<file path="src/rtl/mult_div_unit_if.sv">
// Request/result bundle for the HI/LO multiply-divide unit.
// The CPU side drives master; mult_div_unit takes slave.
interface mult_div_unit_if;
  logic        start;
  logic [2:0]  op;
  logic [31:0] operand_a;
  logic [31:0] operand_b;
  logic        busy;
  logic [31:0] hi;
  logic [31:0] lo;

  modport master (
    output start, op, operand_a, operand_b,
    input  busy, hi, lo
  );

  modport slave (
    input  start, op, operand_a, operand_b,
    output busy, hi, lo
  );
endinterface

</file>
<file path="src/rtl/mult_div_unit.sv">
// MIPS HI/LO unit: single-cycle MULT/MULTU/MTHI/MTLO and a 33-cycle
// restoring DIV/DIVU (32 shift-subtract steps plus one sign fix-up cycle).
module mult_div_unit (
  input  logic             clk,
  input  logic             reset,
  mult_div_unit_if.slave   bus
);

  localparam logic [2:0] OpMult  = 3'b000;
  localparam logic [2:0] OpMultu = 3'b001;
  localparam logic [2:0] OpDiv   = 3'b010;
  localparam logic [2:0] OpDivu  = 3'b011;
  localparam logic [2:0] OpMthi  = 3'b100;
  localparam logic [2:0] OpMtlo  = 3'b101;

  typedef enum logic [1:0] {StIdle, StDivide, StFixup} state_e;

  state_e      state_q;
  logic [4:0]  cnt_q;
  logic [32:0] rem_q;
  logic [31:0] quo_q;
  logic [31:0] divisor_q;
  logic [31:0] dividend_q;
  logic        quot_neg_q;
  logic        rem_neg_q;
  logic        div_zero_q;
  logic        busy_q;
  logic [31:0] hi_q;
  logic [31:0] lo_q;

  logic        signed_div;
  logic        a_neg;
  logic        b_neg;
  logic [31:0] a_mag;
  logic [31:0] b_mag;
  logic [63:0] mul_a_ext;
  logic [63:0] mul_b_ext;
  logic [63:0] product;
  logic [33:0] diff;
  logic        step_ge;
  logic [31:0] fix_quo;
  logic [31:0] fix_rem;

  always_comb begin
    signed_div = (bus.op == OpDiv);
    a_neg      = signed_div & bus.operand_a[31];
    b_neg      = signed_div & bus.operand_b[31];
    a_mag      = a_neg ? -bus.operand_a : bus.operand_a;
    b_mag      = b_neg ? -bus.operand_b : bus.operand_b;
    // Low 64 bits of the extended product are correct for both signednesses.
    mul_a_ext  = {{32{(bus.op == OpMult) & bus.operand_a[31]}}, bus.operand_a};
    mul_b_ext  = {{32{(bus.op == OpMult) & bus.operand_b[31]}}, bus.operand_b};
    product    = mul_a_ext * mul_b_ext;
    // Trial subtract one bit wider than the shifted remainder so bit 33 is the borrow.
    diff       = {rem_q, quo_q[31]} - {2'b00, divisor_q};
    step_ge    = ~diff[33];
    fix_quo    = quot_neg_q ? -quo_q : quo_q;
    fix_rem    = rem_neg_q ? -rem_q[31:0] : rem_q[31:0];
  end

  always_ff @(posedge clk) begin
    if (reset) begin
      state_q    <= StIdle;
      cnt_q      <= '0;
      rem_q      <= '0;
      quo_q      <= '0;
      divisor_q  <= '0;
      dividend_q <= '0;
      quot_neg_q <= 1'b0;
      rem_neg_q  <= 1'b0;
      div_zero_q <= 1'b0;
      busy_q     <= 1'b0;
      hi_q       <= '0;
      lo_q       <= '0;
    end else begin
      unique case (state_q)
        StIdle: begin
          if (bus.start) begin
            case (bus.op)
              OpMult, OpMultu: begin
                hi_q <= product[63:32];
                lo_q <= product[31:0];
              end
              OpDiv, OpDivu: begin
                quo_q      <= a_mag;
                divisor_q  <= b_mag;
                rem_q      <= '0;
                quot_neg_q <= a_neg ^ b_neg;
                rem_neg_q  <= a_neg;
                div_zero_q <= (bus.operand_b == 32'd0);
                dividend_q <= bus.operand_a;
                cnt_q      <= '0;
                busy_q     <= 1'b1;
                state_q    <= StDivide;
              end
              OpMthi:  hi_q <= bus.operand_a;
              OpMtlo:  lo_q <= bus.operand_a;
              default: ;
            endcase
          end
        end
        StDivide: begin
          if (step_ge) begin
            rem_q <= diff[32:0];
            quo_q <= {quo_q[30:0], 1'b1};
          end else begin
            rem_q <= {rem_q[31:0], quo_q[31]};
            quo_q <= {quo_q[30:0], 1'b0};
          end
          cnt_q <= cnt_q + 5'd1;
          if (cnt_q == 5'd31) begin
            state_q <= StFixup;
          end
        end
        StFixup: begin
          lo_q    <= div_zero_q ? 32'hFFFF_FFFF : fix_quo;
          hi_q    <= div_zero_q ? dividend_q : fix_rem;
          busy_q  <= 1'b0;
          state_q <= StIdle;
        end
        default: state_q <= StIdle;
      endcase
    end
  end

  assign bus.busy = busy_q;
  assign bus.hi   = hi_q;
  assign bus.lo   = lo_q;

endmodule
</file>
<file path="src/flat_wrapper.sv">
// flat-port wrapper written by rule: the top's interface ports become plain ports
module mult_div_unit_flat 
  (clk, reset, bus_start, bus_op, bus_operand_a, bus_operand_b, bus_busy, bus_hi, bus_lo);
  mult_div_unit_if bus_i ();
  input  logic clk;
  input  logic reset;
  input wire logic [$bits(bus_i.start)-1:0] bus_start;
  input wire logic [$bits(bus_i.op)-1:0] bus_op;
  input wire logic [$bits(bus_i.operand_a)-1:0] bus_operand_a;
  input wire logic [$bits(bus_i.operand_b)-1:0] bus_operand_b;
  output wire logic [$bits(bus_i.busy)-1:0] bus_busy;
  output wire logic [$bits(bus_i.hi)-1:0] bus_hi;
  output wire logic [$bits(bus_i.lo)-1:0] bus_lo;
  assign bus_i.start = bus_start;
  assign bus_i.op = bus_op;
  assign bus_i.operand_a = bus_operand_a;
  assign bus_i.operand_b = bus_operand_b;
  assign bus_busy = bus_i.busy;
  assign bus_hi = bus_i.hi;
  assign bus_lo = bus_i.lo;
  mult_div_unit u_core (.clk(clk), .reset(reset), .bus(bus_i));
endmodule
</file>
<file path="config.mk">
export PLATFORM = sky130hd
export DESIGN_NAME = mult_div_unit_flat
export DESIGN_NICKNAME = d
export VERILOG_FILES = /design/src/rtl/mult_div_unit_if.sv /design/src/rtl/mult_div_unit.sv /design/src/flat_wrapper.sv
export SDC_FILE = /design/constraint.sdc
export NUM_CORES = 2
export LEC_CHECK = 0
export BUFFER_PORTS_ARGS = -buffer_cell sky130_fd_sc_hd__buf_2
export CAP_MARGIN = 20
export CORE_MARGIN = 4
export CORE_UTILIZATION = 28
export DETAILED_ROUTE_END_ITERATION = 16
export GPL_TIMING_DRIVEN = 1
export MAX_ROUTING_LAYER = met4
export PLACE_DENSITY = 0.42
export RECOVER_POWER = 100
export SKIP_CTS_REPAIR_TIMING = 1
export SKIP_LAST_GASP = 1
export SLEW_MARGIN = 20
export SYNTH_ARGS = -nofsm -noshare
export SYNTH_HDL_FRONTEND = slang
export SYNTH_SLANG_ARGS = --single-unit
</file>
<file path="constraint.sdc">
create_clock -name clk -period 9.5 [get_ports clk]
set_input_delay 0.95 -clock clk [delete_from_list [all_inputs] [get_ports clk]]
set_output_delay 0.95 -clock clk [all_outputs]
set_load 0.01 [all_outputs]
</file>
==> results.cfg <==
[run_status]
outcome = finished with violations
violations = capacitance limit, slew limit

[logic_synthesis]
syn_nets = 7437
yosysMostFrequentCell = inv_1
muxShareOfSynthArea = 0.00589
synth.largest_area_cell = fa_1
synth.cell_area_sq_mm = 0.0510
synth.avg_cell_area_sq_um = 8.51
yosysWarningCount = 0
yosys.area_share.adder = 0.504
synth_compound_area_frac = 0.0970
synth_cell_types = 77
async_reset_ff_frac = 0
synth_top_area_share = 0.442
synth_edf_count = 0
synth.cells.most_frequent = 1193 x inv_1, 1126 x fa_1, 1009 x nand2_1
seq_area_frac_synth = 0.0801
synthTopCellsByArea = fa_1 44%, inv_1 8.8%, dfxtp_1 8.0%
netlist_instances = 5991
synth-seq-cells = 204
synth-xor-area-share = 0.0354
ys.flop_type = dfxtp_1
synth_simple_gate_area_share = 0.161
synth_top_family_by_area = adder cells

[floorplan]
die_width_um = 435
rows = 156
die_area_sq_mm = 0.189
initial_core_util = 0.282
ios = 135
core_sq_mm = 0.181
die_h_um = 435

[critical_path]
cp.required_ns = 9.92
worstSetupPathType = in -> reg
r2r_cells = 5
endpoint_kind = register
path_max_fanout = 17
worstPathArrival_ns = 9.37
startpoint_type = input port
r2r_start = u_core.state_q[0]
rrSetupSlack_ns = 2.55
rr_endpoint = u_core.rem_neg_q

[min_path]
hp-class = reg -> reg
min_path_cells = 2
hold_path.startpoint = u_core.bus.lo[16]
hold_end = u_core.bus.lo[16]

[clock_network]
clk_latency_ns = 0.62
cts_tree = built
cts-root-buf = clkbuf_16
cts_max_level = 1
clk_pin_slew_ns = 0.06
cts.path.max_buffers = 3
cts.sinks = 204
cts_made_buffers = 28

[sta]
period_share = 0.942
slew_headroom = -2.23
worst_pin_slew_ns = 4.84
fmax_mhz = 112
rsz0062_at_grt = no
skew_ns = 0.0559
tns_ns = 0
final.min_clock_period_ns = 8.95
finalSetupViolations = 0
slew_violations = 318
hold_viol = 0

[routing]
ant_nets = 0
routed_wl_mm = 201
vias = 41165
firstDrtPassIters = 8
drc_errors = 0
viasPerCell = 4.90
drt-initial-drc-count = 3323
wire_per_inst_um = 23.9

[run]
drv_cap = 7

[grt]
first_global_vias = 43783
antenna_found_initial = 17
globalRouteOverflowTotal = 0
grt_start_max_net_pins = 96
grt_usage = 0.221
grt_pass1_wl_mm = 302

[placement]
port_buffers = 134
hpwlAfterDp_mm = 164
dpl.cell_count = 8352
place_congestion = 0.909

[layout]
drive_above_1_share = 0.0610
area_growth_syn_to_layout_pct = 10.3
layoutNonFillerInstCount = 8404
fillerInstances = 19327
fin_nets = 7459
-- worst max path at each step --
| stage | from | end |
|---|---|---|
| finish | bus_operand_b[6] | u_core.bus.lo[25] |
| global route | bus_operand_b[6] | u_core.bus.lo[25] |
| CTS | bus_op[2] | u_core.bus.hi[29] |
| detailed placement | bus_op[2] | u_core.bus.hi[30] |
| global placement | bus_op[2] | u_core.bus.hi[29] |
| floorplan | bus_op[2] | u_core.bus.hi[29] |
-- metrics by stage --
step / hold slack (ns) / instance area, sq um / util / setup slack (ns)
finish: 0.449 / 56200 / 0.311 / 0.552
global route: 0.467 / 56200 / 0.311 / 0.193
CTS: 0.442 / 56400 / 0.312 / 0.837
detailed placement: 0.434 / 55400 / 0.306 / 0.193
global placement: 0.439 / 55400 / 0.306 / 0.287
floorplan: 0.432 / 51000 / - / 0.488
-- final cells by class --
class                   instances  area, sq um  share of cell area
clock inverters                 7          124             0.00220
flip-flops and latches        204         4090              0.0727
repair buffers                387         2770              0.0492
inverters                    1193         4480              0.0797
diodes                          3         7.51            0.000134
well taps                    2370         2970              0.0528
clock buffers                  41          830              0.0148
multi-input cells            4199        40900               0.729
-- placed cells by master, fill, tap and decap left out, types with 28 or more instances in the layout --
cell type and instances:
nand2_1 1009, a21o_1 42, xor2_1 103, o31ai_1 31, clkbuf_16 28, and2_1 301, nor3_1 33, nor2_1 254
nand3_1 46, a21oi_1 234, buf_2 66, mux2i_1 30, fa_1 1126, buf_12 29, buf_4 200, and3_1 32
xnor2_1 103, clkbuf_1 95, inv_1 1193, a211oi_1 48, o21ai_1 32, o21ai_0 137, dfxtp_1 203, ha_1 250
-- worst max-delay path: stages --
cell      delay (ns)
clkbuf_2        0.65
clkbuf_1        0.22
nand2_1         0.10
fa_1            0.57
inv_1           0.05
fa_1            0.43
fa_1            0.47
fa_1            0.46
fa_1            0.54
fa_1            0.56
inv_1           0.06
fa_1            0.48
inv_1           0.05
fa_1            0.43
ha_1            0.31
clkbuf_1        0.34
nand2_1         0.10
a21oi_1         0.21
nand2b_1        0.11
o211ai_1        0.17
clkbuf_1        0.61
a31oi_1         0.26
xor2_1          0.18
clkbuf_1        0.37
a21oi_1         0.19
o221ai_1        0.32
a21oi_1         0.11
-- per-layer routing --
layer  global-route usage  wire length [um]
met3               0.0175             11000
met1                0.312             92500
met5                    -                 0
met4               0.0499              5850
met2                0.348             91200
-- cells by family after synthesis --
logic type	count (synthesis)
AOI/OAI and AO/OA	764
and+or+nand+nor	1823
xor gates and xnor gates	206
buffers and inverters	1588
DFF	204
muxes	30
adders and majority gates	1376
-- sequential cells by signal, indices dropped and copies added (netlist names) --
signal and count:
u_core.bus.busy 1, u_core.div_zero_q 1, u_core.bus.hi 32, u_core.rem_neg_q 1
u_core.quo_q 32, u_core.quot_neg_q 1, u_core.bus.lo 32, u_core.divisor_q 32
u_core.rem_q 33, u_core.dividend_q 32, u_core.state_q 2, u_core.cnt_q 5
Power is not shown: default switching activity piles up to over one toggle a cycle in this logic, so the estimate is an artifact.
